$ cat src/rtl/axis_pkg.sv
// Shared AXI-Stream width constants, arbiter FSM state type and a one-hot
// to index helper used by the round-robin arbiter.
package axis_pkg;

    localparam int AXIS_DATA_W = 16;
    localparam int AXIS_KEEP_W = AXIS_DATA_W / 8;
    localparam int AXIS_ID_W   = 8;
    localparam int MAX_SRC     = 8;

    typedef enum logic {
        ST_IDLE = 1'b0,
        ST_LOCK = 1'b1
    } arb_state_t;

    function automatic logic [2:0] onehot_to_idx(input logic [MAX_SRC-1:0] onehot);
        logic [2:0] idx;
        idx = '0;
        for (int i = 0; i < MAX_SRC; i++) begin
            if (onehot[i]) begin
                idx = 3'(i);
            end
        end
        return idx;
    endfunction

endpackage

$ cat src/rtl/rr_pick.sv
// Rotating-priority picker: returns the first requester found searching
// upward from (last+1) mod N with wrap-around, as a one-hot vector.
module rr_pick #(
    parameter int N     = 4,
    parameter int IDX_W = 2
) (
    input  logic [N-1:0]     req,
    input  logic [IDX_W-1:0] last,
    output logic [N-1:0]     pick,
    output logic             valid
);

    logic             found;
    logic [IDX_W-1:0] idx;

    always_comb begin
        pick  = '0;
        found = 1'b0;
        idx   = '0;
        // Offset N wraps back to last itself, so it has the lowest priority.
        for (int i = 1; i <= N; i++) begin
            idx = IDX_W'((int'(last) + i) % N);
            if (!found && req[idx]) begin
                pick[idx] = 1'b1;
                found     = 1'b1;
            end
        end
    end

    assign valid = |req;

endmodule

$ cat src/rtl/axis_rr_arbiter.sv
// Packet-granular round-robin AXI-Stream arbiter: locks onto one source for
// a whole packet and forwards it to the master port with zero latency.
module axis_rr_arbiter
    import axis_pkg::*;
#(
    parameter  int N_SRC  = 4,
    parameter  int DATA_W = AXIS_DATA_W,
    parameter  int ID_W   = AXIS_ID_W,
    localparam int KEEP_W = DATA_W / 8,
    localparam int IDX_W  = $clog2(N_SRC)
) (
    input  logic                    ACLK,
    input  logic                    ARESET,
    input  logic [N_SRC-1:0]        S_TVALID,
    output logic [N_SRC-1:0]        S_TREADY,
    input  logic [N_SRC*DATA_W-1:0] S_TDATA,
    input  logic [N_SRC*KEEP_W-1:0] S_TKEEP,
    input  logic [N_SRC*KEEP_W-1:0] S_TSTRB,
    input  logic [N_SRC*ID_W-1:0]   S_TID,
    input  logic [N_SRC-1:0]        S_TLAST,
    output logic                    M_TVALID,
    input  logic                    M_TREADY,
    output logic                    M_TLAST,
    output logic [DATA_W-1:0]       M_TDATA,
    output logic [KEEP_W-1:0]       M_TKEEP,
    output logic [KEEP_W-1:0]       M_TSTRB,
    output logic [ID_W-1:0]         M_TID,
    output logic [IDX_W-1:0]        M_TDEST,
    output logic [N_SRC-1:0]        grant,
    output logic [15:0]             pkt_count
);

    arb_state_t         state_reg, state_next;
    logic [N_SRC-1:0]   grant_reg, grant_next;
    logic [IDX_W-1:0]   gidx_reg, gidx_next;
    logic [IDX_W-1:0]   last_reg, last_next;
    logic [15:0]        pkt_count_reg, pkt_count_next;
    logic               rst_hold_reg;

    logic [N_SRC-1:0]   pick;
    logic               pick_valid;
    logic [MAX_SRC-1:0] pick_wide;

    logic [DATA_W-1:0]  src_data [N_SRC];
    logic [KEEP_W-1:0]  src_keep [N_SRC];
    logic [KEEP_W-1:0]  src_strb [N_SRC];
    logic [ID_W-1:0]    src_id   [N_SRC];

    logic               lock;
    logic               sel_valid;
    logic               sel_last;
    logic               xfer;

    genvar gi;
    generate
        for (gi = 0; gi < N_SRC; gi++) begin : g_unpack
            assign src_data[gi] = S_TDATA[gi*DATA_W +: DATA_W];
            assign src_keep[gi] = S_TKEEP[gi*KEEP_W +: KEEP_W];
            assign src_strb[gi] = S_TSTRB[gi*KEEP_W +: KEEP_W];
            assign src_id[gi]   = S_TID[gi*ID_W +: ID_W];
        end
    endgenerate

    rr_pick #(
        .N     (N_SRC),
        .IDX_W (IDX_W)
    ) u_pick (
        .req   (S_TVALID),
        .last  (last_reg),
        .pick  (pick),
        .valid (pick_valid)
    );

    always_comb begin
        pick_wide              = '0;
        pick_wide[N_SRC-1:0]   = pick;
    end

    assign lock      = (state_reg == ST_LOCK);
    assign sel_valid = S_TVALID[gidx_reg];
    assign sel_last  = S_TLAST[gidx_reg];
    assign xfer      = lock && sel_valid && M_TREADY;

    always_comb begin
        state_next     = state_reg;
        grant_next     = grant_reg;
        gidx_next      = gidx_reg;
        last_next      = last_reg;
        pkt_count_next = pkt_count_reg;
        case (state_reg)
            ST_IDLE: begin
                // The first cycle out of reset never arbitrates.
                if (pick_valid && !rst_hold_reg) begin
                    state_next = ST_LOCK;
                    grant_next = pick;
                    gidx_next  = IDX_W'(onehot_to_idx(pick_wide));
                end
            end
            ST_LOCK: begin
                if (xfer && sel_last) begin
                    state_next     = ST_IDLE;
                    grant_next     = '0;
                    last_next      = gidx_reg;
                    pkt_count_next = pkt_count_reg + 16'd1;
                end
            end
            default: begin
                state_next = ST_IDLE;
                grant_next = '0;
            end
        endcase
    end

    always_ff @(posedge ACLK) begin
        if (ARESET) begin
            state_reg     <= ST_IDLE;
            grant_reg     <= '0;
            gidx_reg      <= '0;
            last_reg      <= IDX_W'(N_SRC - 1);
            pkt_count_reg <= '0;
            rst_hold_reg  <= 1'b1;
        end else begin
            state_reg     <= state_next;
            grant_reg     <= grant_next;
            gidx_reg      <= gidx_next;
            last_reg      <= last_next;
            pkt_count_reg <= pkt_count_next;
            rst_hold_reg  <= 1'b0;
        end
    end

    always_comb begin
        S_TREADY = '0;
        if (lock) begin
            S_TREADY[gidx_reg] = M_TREADY;
        end
    end

    assign M_TVALID  = lock && sel_valid;
    assign M_TLAST   = lock ? sel_last : 1'b0;
    assign M_TDATA   = lock ? src_data[gidx_reg] : '0;
    assign M_TKEEP   = lock ? src_keep[gidx_reg] : '0;
    assign M_TSTRB   = lock ? src_strb[gidx_reg] : '0;
    assign M_TID     = lock ? src_id[gidx_reg] : '0;
    assign M_TDEST   = lock ? gidx_reg : '0;
    assign grant     = grant_reg;
    assign pkt_count = pkt_count_reg;

endmodule

$ cat config.mk
export PLATFORM = sky130hd
export DESIGN_NAME = axis_rr_arbiter
export DESIGN_NICKNAME = d
export VERILOG_FILES = /design/src/rtl/axis_pkg.sv /design/src/rtl/rr_pick.sv /design/src/rtl/axis_rr_arbiter.sv
export SDC_FILE = /design/constraint.sdc
export NUM_CORES = 1
export LEC_CHECK = 0
export CAP_MARGIN = 10
export CORE_UTILIZATION = 35
export DETAILED_ROUTE_END_ITERATION = 12
export GPL_TIMING_DRIVEN = 0
export MAX_ROUTING_LAYER = met4
export PLACE_DENSITY = 0.78
export SYNTH_ARGS = -nofsm -noshare
export SYNTH_HDL_FRONTEND = slang
export SYNTH_HIERARCHICAL = 1
export SYNTH_SLANG_ARGS = --single-unit
$ cat constraint.sdc
create_clock -name ACLK -period 3.15 [get_ports ACLK]
set_input_delay 0.63 -clock ACLK [delete_from_list [all_inputs] [get_ports ACLK]]
set_output_delay 0.63 -clock ACLK [all_outputs]
set_load 0.03 [all_outputs]
==> Word-level counts from Yosys, hierarchy flattened <==
Cells that the tools add are included.
{ "op_classes": {"order_cmp": 11, "add_sub_neg": 5, "n_reduce_logical": 20, "bitwise_logic": 6, "n_eq_ne": 2, "muxes": 58} }
{ "op_table": {"columns": ["operator", "n"], "rows": [
  ["$mux W16", 3],
  ["$bmux W16 S2", 1],
  ["$mux W4", 7],
  ["$mux W8", 3],
  ["$mux W1", 19],
  ["$mux W2", 9],
  ["$add A16 B1 Y16 const B", 1],
  ["$bmux W8 S2", 1],
  ["$lt A2 B3 Y1 const B", 5],
  ["$bmux W1 S2", 6],
  ["$logic_and A1 B1 Y1", 12],
  ["$or A4 B4 Y4", 3],
  ["$demux W1 S2", 5],
  ["$ge A2 B1 Y1 const B", 5],
  ["$bmux W2 S2", 2],
  ["$pmux W4 S2", 1],
  ["$reduce_and A2 Y1", 3],
  ["$add A2 B1 Y2 const B", 2],
  ["$add A2 B2 Y2 const B", 2],
  ["$and A4 B4 Y4", 1],
  ["$logic_not A1 Y1", 4],
  ["$reduce_or A4 Y1", 1],
  ["$ge A3 B3 Y1 const B", 1],
  ["$not A2 Y3", 1],
  ["4 further kinds", 4]
]} }
{ "word_totals": {"output_inout_bits": 56, "ff_bits": 26} }

==> Logic depth before layout (Yosys ltp) <==
Gate-level depths: netlist of run 1.
{ "depth": {"depth_word": 16, "ltp_mapped": 10} }

==> Modules after synthesis <==
The synthesis of run 1 kept the hierarchy.
{ "modules_own_cells": {"columns": ["mod", "instances", "area_each_um2", "cells_each"], "rows": [
  ["axis_rr_arbiter", 1, 2108.3, 208],
  ["rr_pick", 1, 365.4, 39]
]} }

==> Worst setup path before layout of run 1 <==
No wires, ideal clock.
{ "synth_timing": {"path_kind": "reg2reg", "start": "reg last_reg[0]", "end": "reg gidx_reg[0]", "t_required_ns": 3.064, "arrival_ns": 2.413, "setup_slack_ns": 0.651, "stages_incl_launch_ff": 10, "period_less_slack_ns": 2.499, "cell_sequence": "dfxtp_1 -> inv_1 -> ha_1 -> mux4_1 -> nor4b_4 -> nand2_1 -> o211ai_1 -> nor2b_1 -> nor3_1 -> a211oi_1"} }
{ "synth_between": {"elab_chain_cells": 16, "word_cells_on_any_way": 51} }
{ "synth_rtl": {"columns": ["item", "line", "text"], "rows": [
  ["from (decl)", "axis_rr_arbiter.sv:36", "logic [IDX_W-1:0] last_reg, last_next;"],
  ["from (signal assigned)", "axis_rr_arbiter.sv:119", "last_reg <= IDX_W'(N_SRC - 1);"],
  ["from (signal assigned)", "axis_rr_arbiter.sv:126", "last_reg <= last_next;"],
  ["parallel branches: the longest is 12 deep, another holds $lt A2 B3 Y1", null, null],
  ["$mux W4 *", "rr_pick.sv:23", "if (!found && req[idx]) begin"],
  ["net pick[1]", "axis_rr_arbiter.sv:40", "logic [N_SRC-1:0] pick;"],
  ["$mux W1 *", "axis_pkg.sv:19", "if (onehot[i]) begin"],
  ["$mux W2 * (2 in a row)", "axis_pkg.sv:19", null],
  ["to (signal assigned)", "axis_rr_arbiter.sv:125", "gidx_reg <= gidx_next;"],
  ["to (decl)", "axis_rr_arbiter.sv:35", "logic [IDX_W-1:0] gidx_reg, gidx_next;"]
]} }
Mark *: on every way through the listed nets, which the timed path passes. The select of a mux whose other input is x is not followed.
A chain may end at the register's enable or synchronous reset.

==> Final worst setup path of run 1 <==
{ "layout_timing": {"start": "reg gidx_reg[1]", "end": "out M_TDATA[1]"} }
{ "layout_between": {"elab_chain_cells": 5} }
{ "layout_rtl": {"columns": ["item", "line", "text"], "rows": [
  ["$not A2 Y3 (not written as such)", "axis_rr_arbiter.sv:141", "assign M_TDATA = lock ? src_data[gidx_reg] : '0;"],
  ["$bmux W16 S2", "axis_rr_arbiter.sv:141", null],
  ["$mux W16 (not written as such) (2 in a row)", "axis_rr_arbiter.sv:141", null],
  ["$mux W16", "axis_rr_arbiter.sv:141", null],
  ["to (decl)", "axis_rr_arbiter.sv:24", "output logic [DATA_W-1:0] M_TDATA,"]
]} }
No other way between the ends. The select of a mux whose other input is x is not followed.

==> qor.csv, run 1 <==
metric,value,unit
Reg2Reg Launch Point,last_reg[0],
Peak VDD IR,0.231,mV
TritonCTS clock tree,yes,
Setup CP Type,reg2out,
half-perimeter wire length after placement,7.51,mm
post-synthesis cell area,2470,sq um
post-synthesis sequential area ratio,0.210,
XOR/XNOR share of the synthesized area,0.0106,
setup TNS,0,ns
Min Hold Slack,0.480,ns
share of layout cells above drive strength 1,0.112,
CP max stage delay,0.59,ns
status,"complete, no violations",
Final min period,3.07,ns
First-pass DRT Iterations,4,
largest net degree at the start of global routing,14,
hold-fix buffers at CTS,0,
clk root buf,clkbuf_8,
adder-cell share of the synthesized area,0.0455,
Post-Synth Simple-Gate Area,0.259,
fill count,562,
footprint of the multi-input gates,1810,sq um
worst path bufs/invs,3,
Critical Path Start,gidx_reg[1],
Comb pwr share,0.522,
Post-synth ARST share,0,
Sink Count,26,
Num CTS Buffers,3,
Mapped Cells,247,
Initial Utilization,0.364,
#FFs+latches synth,26,
# DRC,0,
Seq pwr share,0.309,
drt first-iter violations,85,
Worst Path Required,2.52,ns
hold_sp,grant[0],
skew final,0.00246,ns
clock buffer depth,2,
GRT Util Overall,0.246,
vias after detailed routing,2741,
Die Wd,86.1,um
Final Cycle Share,0.974,
"commonest cells after routing, fill and taps aside","clkdlybuf4s50_1 (177), and2_1 (33), mux4_2 (32)",
Slew headroom,0.597,
final antenna-violating net count,0,
Layout area overhead,78.8,%
leak pwr,1.53,nW
Storage cell area,520,sq um
initial antenna violation count,0,
RSZ-0062 raised after global routing,no,
Crit Path Max Fanout,10,
Post-Route WL,9.11,mm
Synth Flop Type,dfxtp_1,
FMAX,0.326,GHz
Post-layout nets,562,
"Slew Viols, Final",0,
"Clk pin slew, worst setup/hold paths",0.09,ns
CP top delay family,buffers and inverters,
routability cong.,0.873,
"Setup Fix Bufs, Post-CTS",0,
later-pin clock latency in the skew report,0.27,ns
syn_nets,379,
die area,7410,sq um
vias in the first global route,2674,
warnings from Yosys,6,
Yosys cell types,35,
DR WL/cell,17.4,um
number of port buffers,178,
Top-Level Pins,179,
Die Y,86.1,um
Post-Syn Area per Cell,10.0,sq um
CP Data Arrival Time,2.44,ns
critical path cell sequence,"buf_2, buf_1, mux4_2, and2_1, clkdlybuf4s50_1",
CP Launch Type,flip-flop,
reg-to-reg setup timing slack,0.37,ns
P_sw,0.000355,W
combinational family with the most area after synthesis,multiplexers,
final setup violation count,0,
clock power share,0.169,
slowest CP cell,clkdlybuf4s50_1,
H-tree depth,1,
row cnt,30,
power density over the cells,253,nW/um^2
routed vias/inst,5.23,
GRT overflow,0,
Net Sw Frac,0.318,
Core Area,6790,sq um
Largest register FFs,16,
internal cell power,0.000762,W
global-route wire length before repair,13.8,mm
Hold WC Path Type,reg2reg,
post-CTS resize count,0,
"commonest non-fill, non-tap cell in the layout",clkdlybuf4s50_1,
Crit. End Element,output port,
Final Hold Viols,0,
max-cap viol count,0,
Synth Area in Compound Gates,0.0981,
mux cell area share after synthesis,0.317,
"EDFF count, synth",0,
Least-Margin Pin Slew,0.605,ns
Antenna Cells,0,
worst register-to-register path, delay by kind of cell (launching register included):
family	cells	cell delay (ns)
simple gates	4	0.67
mux	1	0.63
buf+inv	1	0.18
compound gates	2	0.23
fa+ha+maj	1	0.37
flops	1	0.59
power groups by stage:
stage,Clock (W),Sequential (W),Combinational [W]
final,0.000189,0.000345,0.000583
after global routing,0.000209,0.000347,0.000618
after CTS,0.000192,0.000345,0.000586
after detailed placement,0,0.000353,0.000584
after global placement,0,0.000353,0.000576
after floorplan,0,0.000357,0.000307
cells in the mapped netlist, types with 2 or more instances:
| cell | instances | share of area |
|---|---|---|
| a211o_1 | 2 | 0.0071 |
| a211oi_1 | 2 | 0.0061 |
| a21oi_1 | 21 | 0.042 |
| and2_1 | 33 | 0.083 |
| and4_1 | 3 | 0.011 |
| buf_1 | 2 | 0.0030 |
| buf_2 | 5 | 0.010 |
| buf_6 | 4 | 0.018 |
| clkbuf_1 | 9 | 0.014 |
| dfxtp_1 | 26 | 0.21 |
| ha_1 | 9 | 0.046 |
| inv_1 | 8 | 0.012 |
| mux4_1 | 2 | 0.021 |
| mux4_2 | 32 | 0.29 |
| nand2_1 | 10 | 0.015 |
| nand3_1 | 10 | 0.020 |
| nand3b_1 | 4 | 0.012 |
| nand4_1 | 7 | 0.018 |
| nor2_1 | 10 | 0.015 |
| nor3_1 | 4 | 0.0081 |
| nor3b_1 | 5 | 0.015 |
| o211ai_1 | 4 | 0.012 |
| o21ai_0 | 3 | 0.0061 |
| o21ai_1 | 3 | 0.0061 |
| o31ai_1 | 6 | 0.018 |
| or3_1 | 6 | 0.015 |
| or4_1 | 7 | 0.021 |
| xor2_1 | 3 | 0.011 |
logic make-up (layout without fill, tap and decap cells):
family | Yosys count | after routing
adders and majority gates | 9 | 9
muxes | 35 | 35
buffers and inverters | 29 | 210
DFF | 26 | 26
xor gates and xnor gates | 3 | 3
AOI/OAI and AO/OA | 41 | 41
and+or+nand+nor | 104 | 104
final cells by class:
type / count / share of cell area
Multi-Input combinational cell: 192 / 0.409
Timing Repair Buffer: 178 / 0.404
Sequential cell: 26 / 0.118
Tap cell: 96 / 0.0272
Buffer: 21 / 0.0269
Clock buffer: 3 / 0.00934
Inverter: 8 / 0.00679
worst paths after layout:
| check | end | cells past startpoint |
|---|---|---|
| max reg2reg | gidx_reg[0] | 9 |
| min | grant[0] | 2 |
| max | M_TDATA[1] | 5 |
| min reg2reg | grant[0] | 2 |
layer usage:
layer / global-route usage / up-vias / wire [um]
li1: - / 1317 / -
met5: - / - / 0
met1: 0.279 / 1296 / 3560
met2: 0.449 / 114 / 4760
met4: 0.0667 / 0 / 196
met3: 0.0346 / 14 / 583
stage by stage:
step / setup slack, ns / area [sq um] / utilization / total power (W) / instances
floorplan: 0.651 / 2470 / - / 0.000663 / 247
global placement: 0.0459 / 4380 / 0.644 / 0.000928 / 521
detailed placement: 0.0290 / 4380 / 0.644 / 0.000936 / 521
CTS: 0.0305 / 4420 / 0.650 / 0.00112 / 524
global route: 0.000957 / 4420 / 0.651 / 0.00117 / 524
finish: 0.0815 / 4420 / 0.651 / 0.00112 / 524
No activity file was read; power rests on OpenSTA's default activity.
==> run 2: changes to the inputs <==
CORE_UTILIZATION = 32   (was 35)
PLACE_DENSITY = 0.75   (was 0.78)
clock period = 2.51 ns   (was 3.15 ns; I/O delays follow)
==> run 2 against run 1 <==
Effect of this change:
- largest cell class unchanged
- critical path depth fell by 1
- final cell count is 2.7% higher
- clock-buffer cell count stayed put
- sequential power rose by 25%
- clock power increased by 90%
- critical path type is now in2out
- final area increased by 0.91%
- hold slack got worse by 0.0018 ns
- highest routed layer unchanged
- sequential cell count is the same
- power up 36%
- largest power group unchanged
- setup slack lost 0.023 ns
==> qor.csv, run 2 (synthesized netlist as in run 1, its figures left out) <==
metric,value,unit,change
DR WL/cell,18.6,um,+6.8%
Comb pwr share,0.480,,-0.042
clock buffer depth,2,,unchanged
clk root buf,clkbuf_8,,
power density over the cells,341,nW/um^2,+35%
Die Y,89.9,um,+4.5%
Top-Level Pins,179,,unchanged
"Slew Viols, Final",0,,unchanged
Post-Route WL,9.98,mm,+9.6%
routed vias/inst,5.39,,+3.1%
global-route wire length before repair,15.4,mm,+12%
GRT overflow,0,,unchanged
CP Data Arrival Time,1.95,ns,-0.49 ns
number of port buffers,178,,unchanged
P_sw,0.000472,W,+33%
"Clk pin slew, worst setup/hold paths",0.10,ns,about the same
skew final,0.00241,ns,-0.0000478 ns
R2R Path End,gidx_reg[0],,
Num CTS Buffers,3,,unchanged
Die Wd,89.9,um,+4.5%
Worst Path Required,2.01,ns,-0.51 ns
vias after detailed routing,2902,,+5.9%
Final Cell Area,4460,sq um,+0.91%
# DRC,0,,unchanged
Core Area,7370,sq um,+8.5%
GRT Util Overall,0.244,,-0.00173
reg-to-reg setup timing slack,0.08,ns,-0.29 ns
R2R depth,9,,unchanged
Final Hold Viols,0,,unchanged
Reg2Reg Launch Point,last_reg[0],,
Hold WC Path Type,reg2reg,,
slowest CP cell,mux4_2,,
CP max stage delay,0.51,ns,-0.08 ns
leak pwr,1.64,nW,+7.1%
Critical Path Start,S_TVALID[3],,
Sink Count,26,,unchanged
vias in the first global route,2921,,+9.2%
initial antenna violation count,0,,unchanged
Final Cycle Share,0.977,,
Initial Utilization,0.336,,-0.0284
Layout area overhead,80.4,%,
Min Hold Slack,0.479,ns,-0.00179 ns
TritonCTS clock tree,yes,,
Slew headroom,0.624,,+0.0267
RSZ-0062 raised after global routing,yes,,
setup TNS,0,ns,unchanged
Placement Cell Area,4380,sq um,about the same
Post-layout nets,572,,+1.8%
row cnt,31,,+3.3%
First-pass DRT Iterations,4,,unchanged
Least-Margin Pin Slew,0.563,ns,-0.0413 ns
max-cap viol count,0,,unchanged
total design power,0.00152,W,+36%
share of layout cells above drive strength 1,0.226,,+0.113
final antenna-violating net count,0,,unchanged
drt first-iter violations,130,,+53%
CP Launch Type,primary input,,
die area,8090,sq um,+9.1%
H-tree depth,1,,unchanged
Peak VDD IR,0.202,mV,-13%
internal cell power,0.00105,W,+38%
Crit Path Max Fanout,6,,-4
"commonest non-fill, non-tap cell in the layout",clkdlybuf4s50_1,,
Net Sw Frac,0.311,,-0.00717
Final min period,2.45,ns,
clock power share,0.236,,+0.067
Crit. End Element,output port,,
largest net degree at the start of global routing,16,,+2
Setup CP Type,in2out,,
later-pin clock latency in the skew report,0.27,ns,about the same
fill count,631,,+12%
FMAX,0.408,GHz,
routability cong.,0.804,,-7.9%
Antenna Cells,0,,unchanged
Critical Path End,M_TVALID,,
Largest register FFs,16,,unchanged
critical path cell sequence,"clkdlybuf4s50_1, mux4_2, and2_1, clkdlybuf4s15_2",,
status,"complete, no violations",,
Seq pwr share,0.284,,-0.025
hold_sp,grant[0],,
"commonest cells after routing, fill and taps aside","clkdlybuf4s50_1 (144), and2_1 (33), mux4_2 (33)",,
half-perimeter wire length after placement,7.92,mm,+5.5%
final setup violation count,0,,unchanged
==> run 2: cell count changes in the layout (fill, tap and decap cells not counted), moves of 3 or more <==
cell / delta
clkdlybuf4s50_1: -33
clkbuf_2: +28
buf_4: +10
dlygate4sd2_1: +6
clkbuf_1: -3
==> run 2: worst min-delay path by stage <==
stage / to / slack (ns) / cells after the start
finish: grant[0] / 0.48 / 2
global route: grant[2] / 0.51 / 2
CTS: grant[0] / 0.48 / 2
detailed placement: grant[0] / 0.46 / 2
global placement: grant[0] / 0.47 / 2
floorplan: rst_hold_reg / 0.53 / 0
==> run 2: power by group through the flow <==
stage / registers, W / clock network (W) / logic, W
5_1_grt: 0.000433 / 0.000377 / 0.000773
6_report: 0.000432 / 0.000359 / 0.000730
2_1_floorplan: 0.000447 / 0 / 0.000385
3_5_place_dp: 0.000443 / 0 / 0.000731
4_1_cts: 0.000433 / 0.000352 / 0.000715
3_3_place_gp: 0.000443 / 0 / 0.000720
==> run 2: layout make-up <==
| class | instances | area (sq um) | area share |
|---|---|---|---|
| Tap cell | 99 | 124 | 0.0278 |
| Clock inverter | 1 | 30.0 | 0.00673 |
| Inverter | 8 | 33.8 | 0.00757 |
| Multi-Input combinational cell | 192 | 1830 | 0.410 |
| Timing Repair Buffer | 188 | 1730 | 0.388 |
| Sequential cell | 26 | 528 | 0.118 |
| Clock buffer | 3 | 41.3 | 0.00925 |
| Buffer | 21 | 148 | 0.0331 |
==> run 2: layer usage <==
metal | vias up | part of all wire | GRT usage
met5 | - | 0 | -
met4 | 0 | 0.042 | 0.0954
met3 | 38 | 0.059 | 0.0279
met2 | 146 | 0.51 | 0.422
met1 | 1388 | 0.39 | 0.291
li1 | 1330 | - | -
==> run 2: metrics by stage <==
step	util	setup slack, ns	std cells
after floorplan	-	0.0111	247
after global placement	0.594	-0.323	524
after detailed placement	0.594	-0.351	524
after CTS	0.603	-0.0190	529
after global routing	0.605	-0.0136	538
final	0.605	0.0583	538
==> run 2: what timing repair did <==
| action | 4_1_cts | 5_1_grt |
|---|---|---|
| hold buffers | 0 | 0 |
| resized for setup | 50 | 61 |
| cloned | 0 | 0 |
| pin swaps | 0 | 5 |
| setup endpoints to repair | 41 | 29 |
| setup buffers | 1 | 9 |
==> run 2: critical path, delay by kind of cell <==
family / cells / cell delay, ns
and+or+nand+nor: 1 / 0.17
muxes: 1 / 0.51
buffers and inverters: 2 / 0.77
==> run 3: changes to the inputs <==
--- a/constraint.sdc
+++ b/constraint.sdc
@@ -3,2 +3,2 @@
 set_output_delay 0.502 -clock ACLK [all_outputs]
-set_load 0.03 [all_outputs]
+set_load 0.1 [all_outputs]
==> run 3 against run 2 <==
Effect of this change:
- first-iteration DRC count down 37%
- core utilization is 0.34 points lower
- sequential share of layout area up 0.067 points
- sequential power about the same
- non-clock buffer count decreased by 6
- via count shrank 2.3%
- register-to-register slack gained 0.07 ns
==> qor.csv, run 3 (synthesized netlist as in run 1, its figures left out) <==
metric,value,unit,change
die area,8090,sq um,unchanged
share of layout cells above drive strength 1,0.236,,+0.0101
largest net degree at the start of global routing,15,,-1
Setup WS pre-CTS,-0.750,ns,-0.400 ns
Crit Path Max Fanout,4,,-2
power density over the cells,383,nW/um^2,+12%
Largest register FFs,16,,unchanged
Final min period,2.46,ns,+0.00480 ns
Final Hold Viols,0,,unchanged
vias after detailed routing,2834,,-2.3%
Placement Cell Area,4390,sq um,+0.29%
Slew headroom,0.346,,-0.278
"Clk pin slew, worst setup/hold paths",0.08,ns,-0.02 ns
vias in the first global route,2786,,-4.6%
hold_sp,grant[0],,
"commonest non-fill, non-tap cell in the layout",clkdlybuf4s50_1,,
initial antenna violation count,0,,unchanged
Worst Path Required,2.01,ns,about the same
Least-Margin Pin Slew,0.978,ns,+0.415 ns
DR WL/cell,18.0,um,-3.2%
"commonest cells after routing, fill and taps aside","clkdlybuf4s50_1 (136), and2_1 (33), mux4_2 (33)",,
routability cong.,0.967,,+20%
fill count,666,,+5.5%
final setup violation count,0,,unchanged
First-pass DRT Iterations,4,,unchanged
drt first-iter violations,82,,-37%
final core occ,0.602,,-0.00340
CP Launch Type,primary input,,
Num CTS Buffers,3,,unchanged
Crit. End Element,output port,,
Storage cell area,528,sq um,unchanged
half-perimeter wire length after placement,7.69,mm,-2.9%
GRT Util Overall,0.240,,-0.00354
post-route setup slack,0.0535,ns,-0.00480 ns
number of port buffers,178,,unchanged
hold-fix buffers at CTS,0,,unchanged
Sink Count,26,,unchanged
Core Area,7370,sq um,unchanged
total design power,0.00170,W,+12%
status,"complete, no violations",,
Post-Route WL,9.56,mm,-4.3%
Die Y,89.9,um,unchanged
FMAX,0.407,GHz,-0.20%
Post-layout nets,566,,-1.0%
Peak VDD IR,0.326,mV,+61%
Critical Path Start,S_TLAST[2],,
later-pin clock latency in the skew report,0.28,ns,about the same
leak pwr,1.67,nW,+2.1%
"Slew Viols, Final",0,,unchanged
clk root buf,clkbuf_8,,
Initial Utilization,0.336,,unchanged
skew final,0.0147,ns,+0.0122 ns
clock buffer depth,2,,unchanged
H-tree depth,1,,unchanged
Final Cell Area,4440,sq um,-0.56%
Final Cycle Share,0.979,,+0.00191
# DRC,0,,unchanged
GRT overflow,0,,unchanged
CP Data Arrival Time,1.95,ns,about the same
footprint of the multi-input gates,1830,sq um,+0.14%
Die Wd,89.9,um,unchanged
global-route wire length before repair,15.1,mm,-2.5%
Layout area overhead,79.4,%,
Top-Level Pins,179,,unchanged
max-cap viol count,0,,unchanged
TritonCTS clock tree,yes,,
final antenna-violating net count,0,,unchanged
Setup CP Type,in2out,,
Reg2Reg Launch Point,last_reg[1],,
Antenna Cells,0,,unchanged
Hold WC Path Type,reg2reg,,
routed vias/inst,5.33,,-1.2%
row cnt,31,,unchanged
==> run 3: area by class of cell <==
| class | instances | area share |
|---|---|---|
| Timing Repair Buffer | 182 | 0.389 |
| Multi-Input combinational cell | 192 | 0.413 |
| Inverter | 8 | 0.00733 |
| Buffer | 21 | 0.0316 |
| Tap cell | 99 | 0.0279 |
| Clock buffer | 4 | 0.0124 |
| Sequential cell | 26 | 0.119 |
==> run 3: layer usage <==
| metal | wire length [um] | global-route usage | vias to the layer above | share of wire |
|---|---|---|---|---|
| met1 | 3950 | 0.308 | 1360 | 0.41 |
| met3 | 609 | 0.0228 | 20 | 0.064 |
| met2 | 4750 | 0.404 | 131 | 0.50 |
| met5 | 0 | - | - | 0 |
| li1 | - | - | 1323 | - |
| met4 | 247 | 0.0712 | 0 | 0.026 |
==> run 3: worst paths after layout <==
check	end	slack, ns	depth (start not counted)
worst max-delay path	M_TLAST	0.05	4
worst min-delay path	grant[0]	0.47	2
worst max register to register	gidx_reg[1]	0.15	9
worst min register to register	grant[0]	0.47	2
==> run 3: timing repair <==
action | CTS | global route
hold endpoints to repair | 0 | 0
endpoints found under the setup margin | 42 | 36
pin swaps | 1 | 2
setup buffers | 1 | 3
gates resized for setup | 197 | 31
==> run 3: worst max-delay path: stages <==
cell,delay (ns)
clkdlybuf4s50_1,0.43
mux4_2,0.54
and2_1,0.19
buf_2,0.29
==> run 3: through the flow <==
stage / std cells / hold WS (ns) / setup TNS, ns
after global routing: 532 / 0.493 / -0.00125
after detailed placement: 524 / 0.462 / -19.15
after floorplan: 247 / 0.530 / -0.187
final: 532 / 0.470 / 0
after CTS: 529 / 0.477 / 0
after global placement: 524 / 0.459 / -18.29
==> run 3: power by group <==
part           leakage [nW]  switching (W)  total, W  internal [W]
Combinational          1.43       0.000568  0.000985      0.000417
Sequential            0.211     0.00000903  0.000431      0.000422
Clock                0.0288       0.000141  0.000281      0.000141
